$ cat config.mk
export PLATFORM = sky130hd
export DESIGN_NAME = rs_chien_forney
export DESIGN_NICKNAME = d
export VERILOG_FILES = /design/src/rtl/rs_chien_forney.sv
export SDC_FILE = /design/constraint.sdc
export NUM_CORES = 1
export LEC_CHECK = 0
export BUFFER_PORTS_ARGS = -buffer_cell sky130_fd_sc_hd__buf_2
export CORE_AREA = 2 2 138 140
export DETAILED_ROUTE_END_ITERATION = 8
export DIE_AREA = 0 0 140 142
export GPL_ROUTABILITY_DRIVEN = 0
export PLACE_DENSITY_LB_ADDON = 0.1
export SLEW_MARGIN = 20
export SYNTH_ARGS = -nofsm -noshare
export SYNTH_HDL_FRONTEND = slang
export SYNTH_SLANG_ARGS = --single-unit
$ cat constraint.sdc
create_clock -name iclk -period 4.4 [get_ports iclk]
set_clock_uncertainty 0.05 [all_clocks]
set_input_delay 0.22 -clock iclk [delete_from_list [all_inputs] [get_ports iclk]]
set_output_delay 0.22 -clock iclk [all_outputs]
set_load 0.02 [all_outputs]
$ cat src/rtl/rs_chien_forney.sv
// Reed-Solomon Chien search and Forney back end: streams one error flag/value per symbol after BMA.
// Optional Forney error-value path is compiled in with `define RS_CHIEN_FORNEY_EN.
module rs_chien_forney #(
   parameter int m       = 8,
   parameter int n       = 255,
   parameter int check   = 16,
   parameter int errs    = check / 2,
   parameter int irrpol  = 285,
   parameter bit pLOG_ON = 1'b1
) (
   input  logic         iclk,
   input  logic         ireset,
   input  logic         iloc_poly_val,
   input  logic [m-1:0] iloc_poly   [0:errs],
   input  logic [m-1:0] iomega_poly [1:errs],
   input  logic [m-1:0] iloc_poly_deg,
   input  logic         iloc_failed,
   output logic         ordy,
   output logic         osop,
   output logic         oval,
   output logic         oeop,
   output logic         oerr_flag,
   output logic [m-1:0] oerr_val,
   output logic [m-1:0] oerr_cnt,
   output logic         odecfail
);

   localparam int q  = (1 << m) - 1;
   localparam int off = q - (n - 1);
   localparam int cw  = (n > 1) ? $clog2(n) : 1;
   localparam logic [cw-1:0] last_sym = cw'(n - 1);
   localparam logic [m-1:0]  poly_lo  = m'(irrpol);

   function automatic logic [m-1:0] gf_mul(input logic [m-1:0] a, input logic [m-1:0] b);
      logic [m-1:0] acc, sh;
      acc = '0;
      sh  = a;
      for (int i = 0; i < m; i++) begin
         if (b[i]) acc ^= sh;
         sh = sh[m-1] ? ((sh << 1) ^ poly_lo) : (sh << 1);
      end
      return acc;
   endfunction

   // alpha^e by square-and-multiply; e is reduced mod 2^m-1 first
   function automatic logic [m-1:0] gf_pow_alpha(input int e);
      logic [m-1:0] r, b;
      int           e2;
      e2 = e % q;
      r  = m'(1);
      b  = m'(2);
      for (int i = 0; i < m; i++) begin
         if (((e2 >> i) & 1) != 0) r = gf_mul(r, b);
         b = gf_mul(b, b);
      end
      return r;
   endfunction

   typedef enum logic [1:0] {IDLE, LOAD, SEARCH, FLUSH} state_t;

   state_t         state;
   logic [cw-1:0]  sym_cnt;
   logic [m-1:0]   root_cnt, root_next;
   logic [m-1:0]   deg_r;
   logic           failed_r;
   logic           dzero, dzero_next;
   logic [m-1:0]   lam_r   [0:errs];
   logic [m-1:0]   pre_w   [0:errs];
   logic [m-1:0]   step_w  [0:errs];
   logic [m-1:0]   lam_sum;
   logic           root_now;
   logic [m-1:0]   err_val;

   for (genvar j = 0; j <= errs; j++) begin : g_const
      localparam logic [m-1:0] pre_c  = gf_pow_alpha(j * off);
      localparam logic [m-1:0] step_c = gf_pow_alpha(j);
      assign pre_w[j]  = pre_c;
      assign step_w[j] = step_c;
   end

   // Raw coefficients land at accept; LOAD applies the shortening offset, SEARCH steps x by alpha.
   always_ff @(posedge iclk) begin
      for (int j = 0; j <= errs; j++) begin
         case (state)
            IDLE:    if (iloc_poly_val) lam_r[j] <= iloc_poly[j];
            LOAD:    lam_r[j] <= gf_mul(lam_r[j], pre_w[j]);
            SEARCH:  lam_r[j] <= gf_mul(lam_r[j], step_w[j]);
            default: lam_r[j] <= lam_r[j];
         endcase
      end
   end

   always_comb begin
      lam_sum = '0;
      for (int j = 0; j <= errs; j++) lam_sum ^= lam_r[j];
   end

   assign root_now  = (lam_sum == '0);
   assign root_next = (root_now && root_cnt != '1) ? root_cnt + 1'b1 : root_cnt;

`ifdef RS_CHIEN_FORNEY_EN
   function automatic logic [m-1:0] gf_inv(input logic [m-1:0] a);
      logic [m-1:0] r, sq;
      r  = m'(1);
      sq = a;
      for (int i = 1; i < m; i++) begin
         sq = gf_mul(sq, sq);
         r  = gf_mul(r, sq);
      end
      return r;
   endfunction

   logic [m-1:0] om_r    [1:errs];
   logic [m-1:0] inv_rom [0:q];
   logic [m-1:0] om_sum, lodd_sum, lodd_inv;

   for (genvar i = 0; i <= q; i++) begin : g_inv
      localparam logic [m-1:0] inv_c = gf_inv(m'(i));
      assign inv_rom[i] = inv_c;
   end

   always_ff @(posedge iclk) begin
      for (int j = 1; j <= errs; j++) begin
         case (state)
            IDLE:    if (iloc_poly_val) om_r[j] <= iomega_poly[j];
            LOAD:    om_r[j] <= gf_mul(om_r[j], pre_w[j]);
            SEARCH:  om_r[j] <= gf_mul(om_r[j], step_w[j]);
            default: om_r[j] <= om_r[j];
         endcase
      end
   end

   // Lambda_odd = x*Lambda'(x) in characteristic 2
   always_comb begin
      om_sum   = '0;
      lodd_sum = '0;
      for (int j = 1; j <= errs; j++) begin
         om_sum ^= om_r[j];
         if (j % 2 == 1) lodd_sum ^= lam_r[j];
      end
   end

   assign lodd_inv   = inv_rom[lodd_sum];
   assign err_val    = gf_mul(om_sum, lodd_inv);
   assign dzero_next = dzero | (root_now & (lodd_sum == '0));
`else
   logic omega_unused;
   always_comb begin
      omega_unused = dzero;
      for (int j = 1; j <= errs; j++) omega_unused ^= ^iomega_poly[j];
   end

   assign err_val    = '0;
   assign dzero_next = 1'b0;
`endif

   always_ff @(posedge iclk) begin
      if (ireset) begin
         state     <= IDLE;
         ordy      <= 1'b1;
         osop      <= 1'b0;
         oval      <= 1'b0;
         oeop      <= 1'b0;
         oerr_flag <= 1'b0;
         oerr_val  <= '0;
         oerr_cnt  <= '0;
         odecfail  <= 1'b0;
         sym_cnt   <= '0;
         root_cnt  <= '0;
         deg_r     <= '0;
         failed_r  <= 1'b0;
         dzero     <= 1'b0;
      end else begin
         osop      <= 1'b0;
         oval      <= 1'b0;
         oeop      <= 1'b0;
         oerr_flag <= 1'b0;
         oerr_val  <= '0;
         oerr_cnt  <= '0;
         odecfail  <= 1'b0;
         case (state)
            IDLE: begin
               if (iloc_poly_val) begin
                  state    <= LOAD;
                  ordy     <= 1'b0;
                  deg_r    <= iloc_poly_deg;
                  failed_r <= iloc_failed;
               end
            end
            LOAD: begin
               state    <= SEARCH;
               sym_cnt  <= '0;
               root_cnt <= '0;
               dzero    <= 1'b0;
            end
            SEARCH: begin
               oval      <= 1'b1;
               osop      <= (sym_cnt == '0);
               oerr_flag <= root_now && !failed_r;
               oerr_val  <= (root_now && !failed_r) ? err_val : '0;
               root_cnt  <= root_next;
               dzero     <= dzero_next;
               sym_cnt   <= sym_cnt + 1'b1;
               if (sym_cnt == last_sym) begin
                  oeop     <= 1'b1;
                  oerr_cnt <= root_next;
                  odecfail <= failed_r | (root_next != deg_r) | dzero_next;
                  state    <= FLUSH;
               end
            end
            FLUSH: begin
               state <= IDLE;
               ordy  <= 1'b1;
            end
            default: state <= IDLE;
         endcase
      end
   end

   if (pLOG_ON) begin : g_chk
      a_val_clean: assert property (@(posedge iclk) !oerr_flag |-> oerr_val == '0);
      a_eop_in_stream: assert property (@(posedge iclk) oeop |-> oval);
   end

endmodule

# Yosys cells after proc, flatten, opt, wreduce, memory -nomap -nowiden
# Memory sizes are Yosys's and may differ from the RTL's.
# Index checks and enable logic that the tools add are counted.
word_totals:
  register_bits: 41
  mem_bits_rw: 72
  input_bits: 148
  elab_cells: 241
  n_memories: 1
classes:
  n_addsub: 2
  n_eq_ne: 8
  muxes: 114
  n_bitwise: 90
  n_reduce_logical: 14
mem_list:
  columns: ["memory", "depth", "width", "read_ports", "rd_ports_with_merged_regs", "write_ports", "line_no", "rtl"]
  rows:
  - ["lam_r", 9, 8, 9, 0, 9, "67", "logic [m-1:0] lam_r [0:errs];"]
ops:
  columns: ["operator", "n"]
  rows:
  - ["two-way mux 8 bit", 66]
  - ["bitwise XOR 8 bit", 28]
  - ["two-way mux 5 bit", 32]
  - ["inverter 4 bit", 32]
  - ["case mux 8 bit (2 select lines)", 2]
  - ["OR 1 bit", 28]
  - ["adder 8 x 1 -> 8 bit (second input constant)", 2]
  - ["zero test 8 bit", 2]
  - ["two-way mux 1 bit", 10]
  - ["== test 8 bit (second input constant)", 1]
  - ["!= test 8 bit", 1]
  - ["!= test 8 bit (second input constant)", 1]
  - ["case mux 2 bit (4 select lines)", 1]
  - ["AND reduction 2 bit", 3]
  - ["OR reduction 3 bit", 2]
  - ["== test 2 bit (second input constant)", 2]
  - ["two-way mux 2 bit", 2]
  - ["!= test 2 bit (second input constant)", 2]
  - ["nonzero test 2 bit", 2]
  - ["== test 2 x 1 -> 1 bit (second input constant)", 1]
  - ["logical AND 1 bit", 2]
  - ["zero test 2 bit", 1]
  - ["inverter 1 bit", 2]
  - ["case mux 1 bit (2 select lines)", 1]
  - ["other kinds (2)", 2]

# Longest topological paths before layout
# Gate-level depths: netlist of the first run.
# An unclocked memory read counts as a cell.
logic_depth:
  depth_word: 20
  ltp_mapped: 11

# Worst setup path after synthesis of the first run
# OpenSTA, ideal clock, no wires.
synth_timing:
  kind: "reg-to-reg"
  startpoint: "register state[0]"
  endpoint: "memory lam_r[1][0], enable pin"
  t_arrival_ns: 3.855
  setup_slack_ns: 0.006
  stages_incl_launch_ff: 7
  path_buffers: 2
  synth_period_minus_slack_ns: 4.394
  cell_sequence: "dfxtp_1 > inv_1 > ha_1 > clkbuf_1 > nor2_1 > clkbuf_1 > a21oi_1"
synth_lines:
  columns: ["element", "line_no", "rtl"]
  rows:
  - ["start, declared", "61", "state_t state;"]
  - ["start signal, assigned", "159", "state <= IDLE;"]
  - ["start signal, assigned", "184", "state <= LOAD;"]
  - ["start signal, assigned", "191", "state <= SEARCH;"]
  - ["end, declared", "67", null]

==> metrics.md, run 1 <==
| Metric | Value |
|---|---|
| Initial drt markers | `270` |
| I/O Buffers | `between 90 and 100` |
| Synth unique cells | `between 50 and 60` |
| Drt first pass iters | `7` |
| # clock sinks | `113` |
| Startpoint Class | `flop` |
| Global Route Usage Sum | `between 10% and 20%` |
| Ratio of cells with drive above 1 in the final layout | `between 10% and 20%` |
| Final wirelength | `between 15000 and 20000 um` |
| Reg2Reg Capture Point | `odecfail` |
| Layout Utilization | `a little over two fifths` |
| Area growth syn-to-layout | `22.65%` |
| R2r setup slk | `870 ps` |
| Critical Path RT | `between 4000 and 5000 ps` |
| Hold Path End | `lam_r[5][4]` |
| Worst skew pair latency | `~420 ps` |
| Async SR Flop Fraction | `0%` |
| Die Ht | `142 um` |
| Failing checks | `DRC` |
| Minimum clock period | `~3500 ps` |
| PwrDens | `around 970 nW/um2` |
| CTS tree | `yes` |
| Synth Flop Type | `edfxtp_1` |
| Hold Path Origin | `iloc_poly[28]` |
| Area of the core | `around 18000 um2` |
| RSZ-0062 raised after global routing | `false` |
| GRT met3 Usage | `under 10%` |
| Avg Cell Area, Syn | `between 9 and 10 um2` |
| DRC Markers | `5` |
| Largest net degree at the start of global routing | `65` |
| Worst VDD drop | `0.3744 mV` |
| Slew HR | `a little under half` |
| Setup TNS | `0 ps` |
| Worst-Margin Slew | `782.5 ps` |
| Clk slew on worst S/H paths | `60 ps` |
| Total Nets Final | `~910` |
| Final Setup Violations | `0` |
| Max-slew violations | `0` |
| Vias per inst | `4.664` |
| CTS Buf Count | `17` |
| Met1 Usage GRT | `21.09%` |
| Antenna-violating nets left | `0` |
| Starting Density | `34.45%` |
| Kind of critical path | `flop to flop` |
| Antenna diodes | `0` |
| WP data arrival | `roughly 3800 ps` |
| Vias in the first global route | `4766` |
| Final worst path period share | `80.27%` |
| Vias | `4664` |
| Synth Instances | `between 600 and 700` |
| Post-CTS Setup Inserts | `0` |
| Hold WC Path Type | `input port to flop` |
| Critical R2R Launch | `lam_r[7][6]` |
| Antenna violations before repair | `0` |
| Max-Cap Viols | `0` |
| GR peak layer | `met2` |
| Reg2reg path depth | `9` |
| Most frequent CP cell | `xnor2_1` |
| Die area | `a little under 20000 um2` |
| Global route total overflow | `0` |
| Post-route cell area | `about 7800 um2` |
| Worst Path Max Fanout | `9` |
| Clk root buf | `clkbuf_16` |
| Global-route track usage on met2 | `approximately a quarter` |
| CTS Buffer Depth | `2` |
| I/O pin count | `170` |
| Post-DP HPWL | `about 11000 um` |
| Synth Register Bits | `113` |
| Element type at the critical path end | `flop` |
| Post-Syn Area | `about 6400 um2` |
| H-tree depth | `4` |
| DR WL/cell | `15.38 um` |
| Min-Delay Path Depth | `3` |
| Yosys Warn Count | `0` |
| Sequential share of the synthesized area | `between 40 and 50%` |
| Fmax | `between 200 and 300 MHz` |
| Die Wd | `between 100 and 150 um` |
| Number of flops mapped to enable cells by yosys | `72` |
| First-pass GRT wire length | `24560 um` |
| Reg area | `between 2000 and 3000 um2` |
| Post-Place Cell Area | `between 7000 and 8000 um2` |
| Leak | `between 3 and 4 nW` |
| Hold Vio Cnt, Final | `0` |
| Multi-input gate area | `3172 um2` |
| Number of fill cells | `1813` |
| CP peak stage delay | `around 600 ps` |
| Std-Cell Rows | `50` |
| Status | `finished with violations` |
| Worst path cell trace | `xnor2_1 -> xnor3_1 -> xnor2_1 -> nand4_1 -> or3_1 -> a311o_1 -> a221oi_1 -> and4_1 -> a41oi_1` |
| Critical-path top delay cell | `or3_1` |
-- layout make-up --
cell class | count | area share, %
clock buffer | 22 | 6.514
clock inverter | 10 | 0.9787
inverter | 11 | 0.5294
multi-input combinational | 488 | 40.67
sequential | 113 | 38.25
tap | 234 | 3.754
timing repair buffer | 122 | 9.305
-- layer usage --
metal  part of all wire [%]  up-vias
met2                     49       83
met3                    3.5        9
met4                   0.81        0
li1                       -     2378
met5                      0        -
met1                     47     2194
-- sequential cells by signal, summed over array words and instances (netlist names) --
signal     count
deg_r          8
failed_r       1
lam_r         72
odecfail       1
oeop           1
oerr_cnt       8
oerr_flag      1
ordy           1
osop           1
oval           1
root_cnt       8
state          2
sym_cnt        8
-- where the power goes --
group          internal [mW]  switching [mW]  total, mW
combinational           1.87            1.99       3.85
sequential              1.87           0.478       2.35
clock                  0.869           0.492       1.36
-- logic make-up after synthesis --
| logic type | after synthesis | share of synthesized area, % |
|---|---|---|
| muxes | 7 | 1.200 |
| DFF | 113 | 46.91 |
| buffers and inverters | 57 | 4.014 |
| AOI/OAI and AO/OA | 91 | 8.324 |
| and+or+nand+nor | 217 | 14.56 |
| xor gates and xnor gates | 157 | 23.36 |
| other | 1 | 0.05898 |
| adders and majority gates | 8 | 1.574 |
-- synth_stat cells, types with 2 or more instances --
cell type	count	area, um2
a21o_1	2	15.01
a21oi_1	44	220.2
and3_1	3	18.77
o21ai_0	26	130.1
a2bb2oi_1	2	17.52
and4_1	2	17.52
nand2b_1	3	18.77
mux2i_1	2	20.02
xnor2_1	110	963.4
clkbuf_1	33	123.9
edfxtp_1	72	2162
buf_2	3	15.01
buf_4	8	60.06
dfxtp_1	41	820.8
mux2_2	5	56.30
nor3_1	7	35.03
nor2_1	60	225.2
xor2_1	39	341.6
or2_2	4	25.02
nand4_1	5	31.28
nor4b_1	2	17.52
nand2_1	111	416.7
ha_1	8	100.1
nor4_1	2	12.51
xnor3_1	8	180.2
a31oi_1	2	12.51
a221oi_1	2	17.52
nand3b_1	2	15.01
inv_1	10	37.54
or3_1	7	43.79
nand3_1	6	30.03
-- critical path: cells and delay by family (launching register included) --
family	cells	cell delay, ps
AOI/OAI and AO/OA	3	840
xor gates and xnor gates	3	900
DFF	1	500
and+or+nand+nor	3	1090
-- repair_timing --
item | 4_1_cts | 5_1_grt
resized for setup | 0 | 0
hold buffers | 21 | 0
endpoints found under the hold margin | 21 | 0
-- metrics by stage --
step | instances | power [mW] | setup slack (ps) | hold slack (ps)
finish | 1000 | 7.563 | 868.3 | 17.63
global route | 1000 | 8.129 | 642.0 | 10.77
CTS | 1000 | 7.678 | 832.6 | 5.118
detailed placement | 947 | 6.262 | 858.6 | 349.5
global placement | 947 | 6.216 | 904.6 | 359.0
floorplan | 658 | 5.411 | 6.478 | 268.9
-- how the worst max path moves through the flow --
stage / start / end / slack, ps
2_1_floorplan: state[0] / lam_r[1][0] / 6
3_5_place_dp: lam_r[7][6] / odecfail / 860
4_1_cts: lam_r[7][6] / odecfail / 830
3_3_place_gp: lam_r[7][6] / odecfail / 900
5_1_grt: lam_r[2][4] / odecfail / 640
6_report: lam_r[7][6] / odecfail / 870
-- layout by cell type, fill, tap and decap left out, drive strengths merged, types with 12 or more instances in the layout --
master	count
dlygate4sd3	21
clkbuf	22
inv	12
buf	101
xor2	39
nand2	111
edfxtp	72
xnor2	110
nor2	60
o21ai	26
a21oi	44
dfxtp	41
Power figures use the tool's default switching activity.
==> inputs of run 2 (changes only) <==
==> constraint.sdc (replaced) <==
create_clock -name iclk -period 3.5 [get_ports iclk]
set_clock_uncertainty 0.05 [all_clocks]
set_input_delay 0.175 -clock iclk [delete_from_list [all_inputs] [get_ports iclk]]
set_output_delay 0.175 -clock iclk [all_outputs]
set_load 0.02 [all_outputs]
==> metrics.md, run 2 (same netlist as run 1, synthesis figures left out) <==
| Metric | Value |
|---|---|
| Post-Route M1 WL | `7640 um (+5.5%)` |
| WP data arrival | `3470 ps (-290 ps)` |
| CTS Buf Count | `17 (unchanged)` |
| Hold Vio Cnt, Final | `0 (unchanged)` |
| Antenna diodes | `0 (unchanged)` |
| Antenna-violating nets left | `0 (unchanged)` |
| Slew HR | `49.92% (+2.1 points)` |
| DR WL/cell | `15.35 um (-0.21%)` |
| Initial drt markers | `249 (-7.8%)` |
| Hold WC Path Type | `input port to flop` |
| Clock share of power | `17.2% (-0.8 points)` |
| Vias in the first global route | `4846 (+1.7%)` |
| Critical Path RT | `3720 ps (-910 ps)` |
| Reg power frac | `29.2% (-1.8 points)` |
| Antenna violations before repair | `0 (unchanged)` |
| # clock sinks | `113 (unchanged)` |
| Total Nets Final | `946 (+4.1%)` |
| Max-Cap Viols | `0 (unchanged)` |
| Post-CTS Setup Inserts | `0 (unchanged)` |
| Max layer used | `met4` |
| Vias | `4853 (+4.1%)` |
| Post-DP HPWL | `11390 um (+2.9%)` |
| WL met3 | `652 um (+20%)` |
| H-tree depth | `4 (unchanged)` |
| Logic pwr share | `53.7% (+2.7 points)` |
| Most frequent cells in the layout | `111 x nand2_1, 110 x xnor2_1, 97 x buf_2` |
| Failing checks | `DRC` |
| Drt first pass iters | `8 (+1)` |
| Max-slew violations | `0 (unchanged)` |
| Element type at the critical path end | `flop` |
| DRC Markers | `3 (-2)` |
| DP Worst Slack | `240.5 ps (-618.2 ps)` |
| Worst Path Max Fanout | `10 (+1)` |
| I/O pin count | `170 (unchanged)` |
| Largest net degree at the start of global routing | `57 (-12%)` |
| Area growth syn-to-layout | `28.10%` |
| Starting Density | `34.45% (unchanged)` |
| I/O Buffers | `97 (unchanged)` |
| Metal2 WL | `7479 um (+0.17%)` |
| Fin worst setup slack | `251.3 ps (-617.0 ps)` |
| Leak | `3.224 nW (+5.6%)` |
| CTS Buffer Depth | `2 (unchanged)` |
| First-pass GRT wire length | `25260 um (+2.9%)` |
| Reg with most FFs | `lam_r` |
| P_int | `6.005 mW (+30%)` |
| Status | `finished with violations` |
| Clk slew on worst S/H paths | `60 ps (about the same)` |
| Minimum clock period | `3249 ps (-283.0 ps)` |
| RSZ-0062 raised after global routing | `false` |
| Largest register FFs | `72 (unchanged)` |
| Die Wd | `140 um (unchanged)` |
| Worst skew pair latency | `410 ps (about the same)` |
| Die area | `19880 um2 (unchanged)` |
| PwrDens | `1204 nW/um2 (+24%)` |
| Die Ht | `142 um (unchanged)` |
| Ratio of cells with drive above 1 in the final layout | `20.30% (+1.8 points)` |
| Clk root buf | `clkbuf_16` |
| Startpoint Class | `flop` |
| CTS tree | `yes` |
| Vias per inst | `4.680 (+0.34%)` |
| Std-Cell Rows | `50 (unchanged)` |
| Global Route Usage Sum | `16.36% (+0.32 points)` |
| Fmax | `307.8 MHz (+8.7%)` |
| Worst hold slack | `9.042 ps (-8.588 ps)` |
| Worst VDD drop | `0.5267 mV (+41%)` |
| Worst-Margin Slew | `746.2 ps (-36.26 ps)` |
| Global route total overflow | `0 (unchanged)` |
| Final Setup Violations | `0 (unchanged)` |
| Final wirelength | `15920 um (+3.5%)` |
| Net Sw Frac | `38.78% (-0.35 points)` |
| Kind of critical path | `flop to flop` |
| Area of the core | `18460 um2 (unchanged)` |
| P_sw | `3.803 mW (+29%)` |
| Setup TNS | `0 ps (unchanged)` |
| Commonest non-fill, non-tap cell in the layout | `nand2_1` |
| Final worst path period share | `92.82% (+13 points)` |
-- run 2: changes by cell type in the layout (fill, tap and decap cells not counted), sizes merged --
cell	previous run	this run
clkbuf	22	25
buf	101	122
clkinvlp	0	1
bufinv	1	0
dlygate4sd3	21	37
clkinv	8	5
-- run 2: final timing paths --
path	from	slack [ps]	end	depth (start not counted)
worst max-delay path	lam_r[7][4]	250	odecfail	10
worst min-delay path	iloc_poly[55]	9	lam_r[2][7]	3
worst max register to register	lam_r[7][4]	250	odecfail	10
worst min register to register	sym_cnt[5]	420	osop	1
-- run 2: final cells by class --
type | instances | area, um2
fill | 1798 | 10310
sequential | 113 | 2983
tap | 234 | 292.8
clock buffer | 25 | 540.5
inverter | 11 | 41.29
timing repair buffer | 159 | 1069
clock inverter | 7 | 40.04
multi-input combinational | 488 | 3179
-- run 2: repair_timing --
item,4_1_cts,5_1_grt
hold buffers,37,0
endpoints found under the setup margin,0,1
resized for setup,0,1
endpoints found under the hold margin,37,0
-- run 2: power by group through the flow --
stage                     combinational (mW)  clock (mW)  sequential (mW)
after floorplan                         4.03           0             2.76
after global placement                  5.25           0             2.88
final                                   5.26        1.69             2.86
after CTS                               5.36        1.72             2.87
after detailed placement                5.29           0             2.89
after global routing                    5.83        1.77             2.94
-- run 2: per-stage QoR --
stage	total power, mW	std cells	instance area (um2)	utilization [%]
global route	10.55	1037	8145	44.14
floorplan	6.782	658	6389	-
detailed placement	8.177	968	7187	38.94
CTS	9.957	1037	8138	44.09
global placement	8.136	968	7187	38.94
finish	9.808	1037	8145	44.14
-- run 2: metal layers --
layer / global-route usage (%) / vias to the layer above
met2: 26.45 / 114
li1: - / 2456
met5: 0 / -
met1: 22.18 / 2269
met4: 4.572 / 0
met3: 3.735 / 14
-- run 2: worst max-delay path: stages, from the launching register on --
cell and delay, ps:
edfxtp_1 460, xnor2_1 360, xnor3_1 400, xnor2_1 180, nand4_1 190, buf_4 190, or2_2 390, o41ai_2 400
o22a_1 190, o2111a_1 180, a41oi_1 120
==> inputs of run 3 (changes only) <==
--- a/config.mk
+++ b/config.mk
@@ -11,6 +11,7 @@
 export DIE_AREA = 0 0 140 142
 export GPL_ROUTABILITY_DRIVEN = 0
 export PLACE_DENSITY_LB_ADDON = 0.1
+export SETUP_SLACK_MARGIN = 0.5
 export SLEW_MARGIN = 20
 export SYNTH_ARGS = -nofsm -noshare
 export SYNTH_HDL_FRONTEND = slang
==> metrics.md, run 3 (same netlist as run 1, synthesis figures left out) <==
| Metric | Value |
|---|---|
| Status | `finished with violations` |
| Failing checks | `DRC, hold timing` |
| DRC Markers | `2 (-1)` |
| Worst Path Max Fanout | `4 (-6)` |
| Reg area | `2983 um2 (unchanged)` |
| DR WL/cell | `15.25 um (-0.65%)` |
| Starting Density | `34.45% (unchanged)` |
| Std-Cell Rows | `50 (unchanged)` |
| Worst skew pair latency | `420 ps (about the same)` |
| I/O pin count | `170 (unchanged)` |
| Die area | `19880 um2 (unchanged)` |
| R2r setup slk | `540 ps (+290 ps)` |
| CTS Buffer Depth | `2 (unchanged)` |
| I/O Buffers | `97 (unchanged)` |
| Layout Utilization | `45.85% (+1.7 points)` |
| Total Nets Final | `974 (+3.0%)` |
| Die Ht | `142 um (unchanged)` |
| Critical R2R Launch | `lam_r[5][5]` |
| Clk root buf | `clkbuf_16` |
| Inst Count DP | `970 (+0.21%)` |
| Final Setup Violations | `0 (unchanged)` |
| Vias per inst | `4.646 (-0.72%)` |
| Kind of critical path | `flop to flop` |
| # clock sinks | `113 (unchanged)` |
| RSZ-0062 raised after global routing | `true` |
| WP data arrival | `3200 ps (-270 ps)` |
| Element type at the critical path end | `flop` |
| Global Route Usage Sum | `16.90% (+0.54 points)` |
| Reg with most FFs | `lam_r` |
| Worst hold slack | `-0.3035 ps (-9.345 ps)` |
| Most frequent cells in the layout | `111 x nand2_1, 101 x xnor2_1, 97 x buf_2` |
| Worst VDD drop | `0.6152 mV (+17%)` |
| PwrDens | `1181 nW/um2 (-1.9%)` |
| Number of fill cells | `1770 (-1.6%)` |
| CTS Buf Count | `17 (unchanged)` |
| Critical Path RT | `3730 ps (about the same)` |
| H-tree depth | `4 (unchanged)` |
| Critical-path top delay cell | `or3_4` |
| Fin worst setup slack | `537.8 ps (+286.5 ps)` |
| CP peak stage delay | `470 ps (about the same)` |
| Max-Cap Viols | `0 (unchanged)` |
| Final worst path period share | `84.63% (-8.2 points)` |
| Minimum clock period | `2962 ps (-286.5 ps)` |
| Vias | `4948 (+2.0%)` |
| Leak | `3.412 nW (+5.8%)` |
| Worst-Margin Slew | `531.6 ps (-214.6 ps)` |
| Multi-input gate area | `3329 um2 (+4.7%)` |
| Antenna-violating nets left | `0 (unchanged)` |
| Hold Path End | `lam_r[1][7]` |
| Drt first pass iters | `6 (-2)` |
| Fmax | `337.6 MHz (+9.7%)` |
| Worst path bufs/invs | `0 (-1)` |
| Layout Cells excl Fill | `1065 (+2.7%)` |
| Largest net degree at the start of global routing | `57 (unchanged)` |
| Largest register FFs | `72 (unchanged)` |
| Min-Delay Path Depth | `3 (unchanged)` |
| Startpoint Class | `flop` |
| Area growth syn-to-layout | `33.08%` |
| Hold Path Origin | `iloc_poly[63]` |
| Reg2Reg Capture Point | `odecfail` |
| Setup TNS | `0 ps (unchanged)` |
| Post-DP HPWL | `11520 um (+1.2%)` |
| Max-slew violations | `0 (unchanged)` |
| Antenna violations before repair | `0 (unchanged)` |
| Global route total overflow | `0 (unchanged)` |
| Reg2reg path depth | `9 (-1)` |
| Die Wd | `140 um (unchanged)` |
| DP Worst Slack | `233.2 ps (-7.282 ps)` |
| Hold Vio Cnt, Final | `1 (+1)` |
| Area of the core | `18460 um2 (unchanged)` |
| Initial drt markers | `296 (+19%)` |
| Ratio of cells with drive above 1 in the final layout | `24.91% (+4.6 points)` |
| First-pass GRT wire length | `25960 um (+2.8%)` |
| Hold WC Path Type | `input port to flop` |
| Commonest non-fill, non-tap cell in the layout | `nand2_1` |
| Final wirelength | `16240 um (+2.0%)` |
| Vias in the first global route | `4999 (+3.2%)` |
| Worst path cell trace | `xnor2_2 -> xnor3_1 -> xnor2_1 -> nand4_1 -> or3_4 -> a311o_1 -> a221oi_2 -> and4_1 -> a41oi_1` |
| Clk slew on worst S/H paths | `60 ps (about the same)` |
| Antenna diodes | `0 (unchanged)` |
| CTS tree | `yes` |
| CP top delay family | `simple AND/OR/NAND/NOR gates` |
| Slew HR | `64.56% (+15 points)` |
-- run 3: cell types whose count changed in the layout (fill, tap and decap cells not counted), moves of 3 or more --
cell           previous run  this run
xor2_1                   39        36
clkbuf_16                21        18
xnor2_2                   0         9
xor2_2                    0         3
xnor2_1                 110       101
dlygate4sd3_1            37        42
buf_4                    23        46
-- run 3: timing repair --
item / in CTS / in global routing
resized for setup: 17 / 9
hold endpoints to repair: 42 / 0
endpoints found under the setup margin: 4 / 5
buffers inserted: 16 / 4
cloned: 0 / 1
pin swaps: 23 / 3
hold buffers: 42 / 0
-- run 3: stage by stage --
stage	power (mW)	cell area [um2]
after floorplan	6.784	6397
after global placement	8.040	7189
after detailed placement	8.094	7189
after CTS	10.05	8388
after global routing	10.75	8462
final	9.997	8462
-- run 3: how the worst max path moves through the flow --
stage / from / to / cells past startpoint
after global routing: lam_r[5][6] / odecfail / 9
after global placement: lam_r[8][6] / odecfail / 9
after detailed placement: lam_r[7][4] / odecfail / 9
after floorplan: lam_r[7][1] / odecfail / 11
final: lam_r[5][5] / odecfail / 9
after CTS: lam_r[5][5] / odecfail / 9
-- run 3: report_power, final --
group          leakage (nW)  internal, mW  switching, mW
registers              1.04          2.34          0.497
clock network         0.276         0.979          0.618
logic                  2.10          2.78           2.78
-- run 3: final cells by class --
cell class                 instances  share of cell area (%)
multi-input combinational        489                   39.35
timing repair buffer             186                   15.02
sequential                       113                   35.25
clock buffer                      23                   5.781
inverter                          11                  0.4879
tap                              234                   3.460
clock inverter                     9                  0.6506
-- run 3: per-layer routing --
metal	up-vias	track usage, %	part of all wire (%)
li1	2507	-	-
met1	2328	22.46	48
met2	95	27.38	46
met3	18	4.105	4.2
met5	-	0	0
met4	0	5.369	1.5
-- run 3: worst min-delay path, cell delays in order --
cell,delay (ps)
buf_2,70
nand2_1,50
nand2_1,50
